<file path="src/rtl/slt_arb_pkg.sv">
// Shared types and constants for the shared set-less-than compare arbiter.
package slt_arb_pkg;

  typedef enum logic [1:0] {
    S_IDLE,
    S_COMPUTE,
    S_RESP
  } state_e;

  localparam logic OP_SLT  = 1'b0;
  localparam logic OP_SLTU = 1'b1;

  localparam int DEF_WIDTH   = 32;
  localparam int DEF_NUM_REQ = 4;

endpackage

</file>
<file path="src/rtl/slt_core.sv">
// Combinational subtract-based set-less-than: one adder plus signed-overflow detect.
module slt_core #(
  parameter int WIDTH = slt_arb_pkg::DEF_WIDTH
) (
  input  logic [WIDTH-1:0] a,
  input  logic [WIDTH-1:0] b,
  input  logic             is_unsigned,
  output logic             lt,
  output logic             ovf
);

  logic             carry;
  logic             diff_msb;
  logic [WIDTH-2:0] diff_unused;
  logic             v;

  // A - B as A + ~B + 1; the carry out means "no borrow", i.e. A >= B unsigned.
  assign {carry, diff_msb, diff_unused} = {1'b0, a} + {1'b0, ~b} + {{WIDTH{1'b0}}, 1'b1};

  assign v   = (a[WIDTH-1] == ~b[WIDTH-1]) & (diff_msb != a[WIDTH-1]);
  assign lt  = is_unsigned ? ~carry : (diff_msb ^ v);
  assign ovf = is_unsigned ? 1'b0 : v;

endmodule

</file>
<file path="src/rtl/slt_share_arbiter.sv">
// Round-robin arbiter sharing one slt_core among NUM_REQ requesters,
// sequenced by an IDLE/COMPUTE/RESP FSM with a tagged valid/ready response.
module slt_share_arbiter
  import slt_arb_pkg::*;
#(
  parameter int  NUM_REQ = DEF_NUM_REQ,
  parameter int  WIDTH   = DEF_WIDTH,
  localparam int IDW     = $clog2(NUM_REQ)
) (
  input  logic                     clk,
  input  logic                     rst,
  input  logic [NUM_REQ-1:0]       req_valid,
  output logic [NUM_REQ-1:0]       req_ready,
  input  logic [NUM_REQ*WIDTH-1:0] req_a,
  input  logic [NUM_REQ*WIDTH-1:0] req_b,
  input  logic [NUM_REQ-1:0]       req_unsigned,
  output logic                     rsp_valid,
  input  logic                     rsp_ready,
  output logic [IDW-1:0]           rsp_id,
  output logic                     rsp_lt,
  output logic                     rsp_ovf
);

  state_e             state_q,     state_d;
  logic [IDW-1:0]     rr_ptr_q,    rr_ptr_d;
  logic [WIDTH-1:0]   a_q,         a_d;
  logic [WIDTH-1:0]   b_q,         b_d;
  logic               op_q,        op_d;
  logic               rsp_valid_q, rsp_valid_d;
  logic [IDW-1:0]     rsp_id_q,    rsp_id_d;
  logic               rsp_lt_q,    rsp_lt_d;
  logic               rsp_ovf_q,   rsp_ovf_d;

  logic               grant_found;
  logic [IDW-1:0]     grant_id;
  logic [IDW-1:0]     scan_idx;
  logic               core_lt;
  logic               core_ovf;

  // Scan starts one past the last winner so the previous owner has lowest priority.
  always_comb begin
    // NOTE: every variable gets a default before the loop so no latch is inferred.
    grant_found = 1'b0;
    grant_id    = '0;
    scan_idx    = '0;
    for (int k = 1; k <= NUM_REQ; k++) begin
      scan_idx = IDW'((int'(rr_ptr_q) + k) % NUM_REQ);
      if (!grant_found && req_valid[scan_idx]) begin
        grant_found = 1'b1;
        grant_id    = scan_idx;
      end
    end
  end

  assign req_ready = (state_q == S_IDLE && grant_found) ? (NUM_REQ'(1) << grant_id) : '0;

  slt_core #(.WIDTH(WIDTH)) u_core (
    .a           (a_q),
    .b           (b_q),
    .is_unsigned (op_q == OP_SLTU),
    .lt          (core_lt),
    .ovf         (core_ovf)
  );

  always_comb begin
    state_d     = state_q;
    rr_ptr_d    = rr_ptr_q;
    a_d         = a_q;
    b_d         = b_q;
    op_d        = op_q;
    rsp_valid_d = rsp_valid_q;
    rsp_id_d    = rsp_id_q;
    rsp_lt_d    = rsp_lt_q;
    rsp_ovf_d   = rsp_ovf_q;
    case (state_q)
      S_IDLE: begin
        if (grant_found) begin
          a_d      = req_a[grant_id*WIDTH +: WIDTH];
          b_d      = req_b[grant_id*WIDTH +: WIDTH];
          op_d     = req_unsigned[grant_id];
          rr_ptr_d = grant_id;
          state_d  = S_COMPUTE;
        end
      end
      S_COMPUTE: begin
        rsp_lt_d    = core_lt;
        rsp_ovf_d   = core_ovf;
        rsp_id_d    = rr_ptr_q;
        rsp_valid_d = 1'b1;
        state_d     = S_RESP;
      end
      S_RESP: begin
        if (rsp_ready) begin
          rsp_valid_d = 1'b0;
          state_d     = S_IDLE;
        end
      end
      default: state_d = S_IDLE;
    endcase
  end

  always_ff @(posedge clk) begin
    // NOTE: sequential state uses non-blocking assignments so all flops update together.
    if (rst) begin
      state_q     <= S_IDLE;
      rr_ptr_q    <= IDW'(NUM_REQ - 1);
      // NOTE: operand registers are cleared too, so the compare path never starts from X.
      a_q         <= '0;
      b_q         <= '0;
      op_q        <= OP_SLT;
      rsp_valid_q <= 1'b0;
      rsp_id_q    <= '0;
      rsp_lt_q    <= 1'b0;
      rsp_ovf_q   <= 1'b0;
    end else begin
      state_q     <= state_d;
      rr_ptr_q    <= rr_ptr_d;
      a_q         <= a_d;
      b_q         <= b_d;
      op_q        <= op_d;
      rsp_valid_q <= rsp_valid_d;
      rsp_id_q    <= rsp_id_d;
      rsp_lt_q    <= rsp_lt_d;
      rsp_ovf_q   <= rsp_ovf_d;
    end
  end

  assign rsp_valid = rsp_valid_q;
  assign rsp_id    = rsp_id_q;
  assign rsp_lt    = rsp_lt_q;
  assign rsp_ovf   = rsp_ovf_q;

endmodule
</file>
<file path="config.mk">
export PLATFORM = sky130hd
export DESIGN_NAME = slt_share_arbiter
export DESIGN_NICKNAME = d
export VERILOG_FILES = /design/src/rtl/slt_arb_pkg.sv /design/src/rtl/slt_core.sv /design/src/rtl/slt_share_arbiter.sv
export SDC_FILE = /design/constraint.sdc
export NUM_CORES = 1
export LEC_CHECK = 0
export ABC_CLOCK_PERIOD_IN_PS = 2650
export CAP_MARGIN = 10
export CORE_ASPECT_RATIO = 0.9
export CORE_MARGIN = 4
export CORE_UTILIZATION = 50
export DETAILED_ROUTE_END_ITERATION = 10
export DONT_BUFFER_PORTS = 1
export PLACE_DENSITY = 0.75
export SYNTH_ARGS = -nofsm -noshare
export SYNTH_HDL_FRONTEND = slang
export SYNTH_SLANG_ARGS = --single-unit
</file>
<file path="constraint.sdc">
create_clock -name clk -period 2.65 [get_ports clk]
set_input_delay 0.6625 -clock clk [delete_from_list [all_inputs] [get_ports clk]]
set_output_delay 0.6625 -clock clk [all_outputs]
set_load 0.05 [all_outputs]
</file>
==> flow_summary.ini, run 1 <==
[outcome]
outcome = complete, no violations

[cells_and_area]
area_growth_pct = 10.4
stdcell_count = 512
design_area_mm2 = 0.00523
fin_util_pct = 57.1
nets = 681
drive_above_1_share_pct = 27.8

[synth]
syn_area_mm2 = 0.00474
synth_edf_count = 0
synth_seq_area_share_pct = 31.3
yosysWarnings = 0
avgSynthCellArea_um2 = 12.2
synth_cell_types = 35
ys_seq_elements = 74
syn_inst = 389
synth_nets = 687
synth-main-ff-cell = dfxtp_1
ys_async_sr_fraction_pct = 0

[grt]
globalRoute.totalOverflow = 0
use_met2_pct = 37.6
gr-max-usage-layer = met2
grt_pass1_vias = 3547
antenna_found_initial = 1
use_met1_pct = 24.6
grt_pass1_wl_um = 18700
grt_max_degree = 40
use_met3_pct = 6.63
grt_util_all_layers_pct = 21.1

[setup_path]
critPathArrivalTime_ns = 1.86
regToRegSetupSlack_ns = 0.40
path_cells = mux2_2 -> a221oi_4 -> inv_2 -> nor3_4 -> buf_12
crit_type = reg2out
cp_max_fo = 8
r2r_cells = 9
worstPathRequired_ns = 1.99
worst_r2r_endpoint = rsp_ovf
max_stage_delay_ns = 0.40
endpoint_kind = output pin
reg2reg_from = b_q[16]
cpMaxStageDelayCell = dfxtp_4
startpoint_type = flip-flop

[route]
post_drt_via_cell_ratio = 6.61
post_drt_wl_per_cell_um = 23.5
drtAntennaViolNets = 0
wl_um = 12100
vias = 3384
drt_pass1_iterations = 4
drtIter0Drc = 116
drc = 0

[die]
design.die.area_mm2 = 0.0111
core_area_mm2 = 0.00917
die_w_um = 111
ioPinCount = 276
die_h_um = 100
rows = 33
start_util_pct = 51.7

[timing]
min_period_ns = 2.53
maxSlewHeadroom_pct = 52.6
setup_viol = 0
worst_slew_pin_slew_ns = 0.710
fin_tns_setup_ns = 0
period_share_pct = 95.4
max_freq_mhz = 396
slew_viol_final = 0
finalClockSkew_ns = 0.00717
rsz0062_at_grt = false
hold_viol = 0
setup_slack_ns = 0.123
fin_hold_ws_ns = 0.391

[placed_design]
io_buffer_count = 0
place_area_mm2 = 0.00497
place_congestion = 0.777
place_ws_ns = 0.197
placed_cells = 494
hpwl_um = 9950

[hold_path]
holdCritPathClass = in2reg
min_path_cells = 1
whs_endpoint = state_q[1]
worstHoldStart = rst

[power]
cellPowerDensity_mw_per_mm2 = 757
vdd_ir_drop_max_mv = 0.326
p_total_mw = 3.96
power.leakage_nw = 2.00

[clock_network]
post_cts_resized = 1
clockBufferDepth = 2
htree_levels = 3
root_buffer = clkbuf_8
cts_setup_buffers = 0
path_clk_slew_ns = 0.07
tritoncts = yes
cts_made_buffers = 9
clkLatencyLatePin_ns = 0.34
ctsHoldBuffers = 0
numClockSinks = 74

[run]
maxCapViolCount = 0
==> cell families after synthesis <==
group | synth area share (%)
AO/OA/AOI/OAI | 17.6
XOR/XNOR | 0.185
adder cells (fa/ha/maj) | 8.19
buffers and inverters | 6.15
flip-flops | 31.3
multiplexers | 31.6
AND/OR/NAND/NOR | 5.07
==> routing by layer <==
layer	wire [um]	vias up	share of wire [%]
met5	0	-	0
met4	185	0	1.5
met3	936	16	7.8
met2	6360	179	53
met1	4570	1640	38
li1	-	1549	-
==> cell usage after synthesis (all sizes together), types with 6 or more instances <==
cell | number | area (um^2)
inv | 33 | 124
a21oi | 16 | 87.6
a22o | 65 | 569
dfxtp | 74 | 1480
clkbuf | 15 | 56.3
mux4 | 65 | 1460
nand2 | 11 | 41.3
nor3 | 6 | 30.0
nor2 | 18 | 67.6
buf | 15 | 111
ha | 31 | 388
==> layout make-up <==
type                    count  area [um^2]
clock buffers              11          151
multi-input cells         252         3020
clock inverters             5          100
inverters                  33          124
diodes                      2         5.00
flip-flops and latches     74         1490
repair buffers             13          198
fillers                   788         3940
well taps                 122          153
==> layout by cell type (no fill, tap or decap), drive strengths merged, types with 2 or more instances in the layout <==
master and count:
dfxtp 74, nor2b 3, mux2i 2, bufinv 3, a211o 3, nand2b 4, mux4 65, nand3 3
a221oi 2, a211oi 4, o21ai 4, clkbuf 11, ha 31, diode 2, a21oi 16, clkinv 2
a32o 2, nand2 11, inv 33, nand4 4, nor2 18, nor3 6, a22o 65, buf 13
==> state kept, by name, indices dropped and copies added (netlist names) <==
register	flops
rsp_ovf	1
rsp_lt	1
op_q	1
a_q	32
rsp_id	2
rsp_valid	1
rr_ptr_q	2
state_q	2
b_q	32
==> worst max path at each step <==
stage / startpoint / end / slack [ns] / cells after the start
floorplan: req_valid[1] / req_ready[0] / -0.11 / 8
global placement: req_valid[1] / req_ready[1] / 0.23 / 7
detailed placement: req_valid[1] / req_ready[1] / 0.20 / 7
CTS: rr_ptr_q[1] / req_ready[0] / 0.05 / 5
global route: rr_ptr_q[1] / req_ready[0] / 0.02 / 5
finish: rr_ptr_q[1] / req_ready[0] / 0.12 / 5
==> power by group <==
part / leakage, nW / total, mW / switching [mW] / internal [mW]
logic: 1.26 / 1.43 / 0.656 / 0.776
registers: 0.612 / 1.45 / 0.152 / 1.29
clock network: 0.129 / 1.08 / 0.408 / 0.674
total: 2.00 / 3.96 / 1.22 / 2.74
==> critical path: cells and delay by family, from the launching register on <==
family | cells | cell delay [ns]
mux | 1 | 0.36
compound gates | 1 | 0.29
buf+inv | 2 | 0.26
simple gates | 1 | 0.22
flops | 1 | 0.40
Note: power is estimated with default switching activity, not from simulation.
==> run 2, diff against run 1 <==
--- a/config.mk
+++ b/config.mk
@@ -7,7 +7,7 @@
 export LEC_CHECK = 0
 export ABC_CLOCK_PERIOD_IN_PS = 2650
 export CAP_MARGIN = 10
-export CORE_ASPECT_RATIO = 0.9
+export CORE_ASPECT_RATIO = 0.75
 export CORE_MARGIN = 4
 export CORE_UTILIZATION = 50
 export DETAILED_ROUTE_END_ITERATION = 10
==> flow_summary.ini, run 2 (synthesis results as in run 1) <==
[timing]
fin_tns_setup_ns = 0
period_share_pct = 95.4
hold_viol = 0
finalClockSkew_ns = 0.00658
min_period_ns = 2.53
rsz0062_at_grt = false
maxSlewHeadroom_pct = 49.0
setup_viol = 0
slew_viol_final = 0
max_freq_mhz = 396
setup_slack_ns = 0.123
worst_slew_pin_slew_ns = 0.763
fin_hold_ws_ns = 0.406

[cells_and_area]
largestRegisters = a_q: 32 flops, b_q: 32 flops
nets = 680
area_growth_pct = 12.2
num-fill-cells = 766
drive_above_1_share_pct = 27.4
final_cell_mix = dfxtp_1 (73), mux4_2 (65), a22o_1 (65), inv_1 (32), ha_1 (31)
final_common_cell = dfxtp_1
design_area_mm2 = 0.00532
fin_util_pct = 58.0

[setup_path]
crit_type = reg2out
startpoint_type = flip-flop
worstPathRequired_ns = 1.99
endpoint_kind = output pin
critPathArrivalTime_ns = 1.86
cp_max_fo = 8

[grt]
globalRoute.totalOverflow = 0
grt_pass1_vias = 3725
grt_pass1_wl_um = 19200
grt_util_all_layers_pct = 22.2
antenna_found_initial = 1
grt_max_degree = 66

[route]
drt_pass1_iterations = 4
drtAntennaViolNets = 0
post_drt_wl_per_cell_um = 24.6
wl_um = 12700
vias = 3380
drtIter0Drc = 170
drc = 0
post_drt_via_cell_ratio = 6.55

[outcome]
outcome = complete, no violations

[die]
start_util_pct = 51.7
ioPinCount = 276
design.die.area_mm2 = 0.0111
rows = 30
core_area_mm2 = 0.00916
die_h_um = 92.3
die_w_um = 120

[clock_network]
root_buffer = clkbuf_16
tritoncts = yes
clkLatencyLatePin_ns = 0.32
cts_setup_buffers = 0
numClockSinks = 74
clockBufferDepth = 2
cts_made_buffers = 9
path_clk_slew_ns = 0.06
htree_levels = 3

[placed_design]
place_congestion = 0.755
place_area_mm2 = 0.00500
hpwl_um = 10300
place_ws_ns = 0.192
io_buffer_count = 0

[power]
vdd_ir_drop_max_mv = 0.363
power.leakage_nw = 2.03
cellPowerDensity_mw_per_mm2 = 782

[hold_path]
holdCritPathClass = in2reg

[run]
maxCapViolCount = 0
==> run 2: metal layers <==
layer | vias to the layer above | GRT usage, % | share of wire (%)
met5 | - | 0 | 0.16
met1 | 1615 | 25.0 | 36
met4 | 2 | 7.17 | 2.2
met3 | 26 | 8.49 | 9.9
met2 | 193 | 39.0 | 52
li1 | 1544 | - | -
==> run 2: power breakdown <==
group	internal [mW]	total [mW]	switching, mW
clock network	0.808	1.25	0.440
registers	1.30	1.45	0.151
logic	0.787	1.46	0.673
total	2.89	4.16	1.26
==> run 2: final cells by class <==
| type | instances | area, um^2 | area share [%] |
|---|---|---|---|
| Multi-Input combinational cell | 252 | 3020 | 56.7 |
| Sequential cell | 74 | 1480 | 27.9 |
| Clock buffer | 13 | 270 | 5.08 |
| Timing Repair Buffer | 12 | 215 | 4.05 |
| Tap cell | 128 | 160 | 3.01 |
| Inverter | 33 | 124 | 2.33 |
| Clock inverter | 3 | 46.3 | 0.871 |
| Antenna cell | 1 | 2.50 | 0.0471 |
==> run 2: critical path: stages (launching register included) <==
cell and delay [ns]:
dfxtp_2 0.42, mux2_2 0.38, a221oi_4 0.26, inv_2 0.09
nor3_4 0.22, buf_12 0.16
==> run 2: through the flow <==
step                power [mW]  std cells
CTS                       4.21        515
floorplan                 2.62        389
detailed placement        2.94        499
global route              4.42        515
global placement          2.87        499
finish                    4.16        516
==> run 2: final timing paths <==
path | cells after the start | to | from | slack (ns)
worst max-delay path | 5 | req_ready[0] | rr_ptr_q[1] | 0.12
worst min-delay path | 1 | state_q[1] | rst | 0.41
worst max register to register | 8 | rsp_ovf | b_q[1] | 0.31
worst min register to register | 1 | a_q[0] | a_q[0] | 0.47
==> run 2: repair_timing <==
item | 4_1_cts | 5_1_grt
setup endpoints to repair | 1 | 0
hold buffers | 0 | 0
resized for setup | 1 | 0
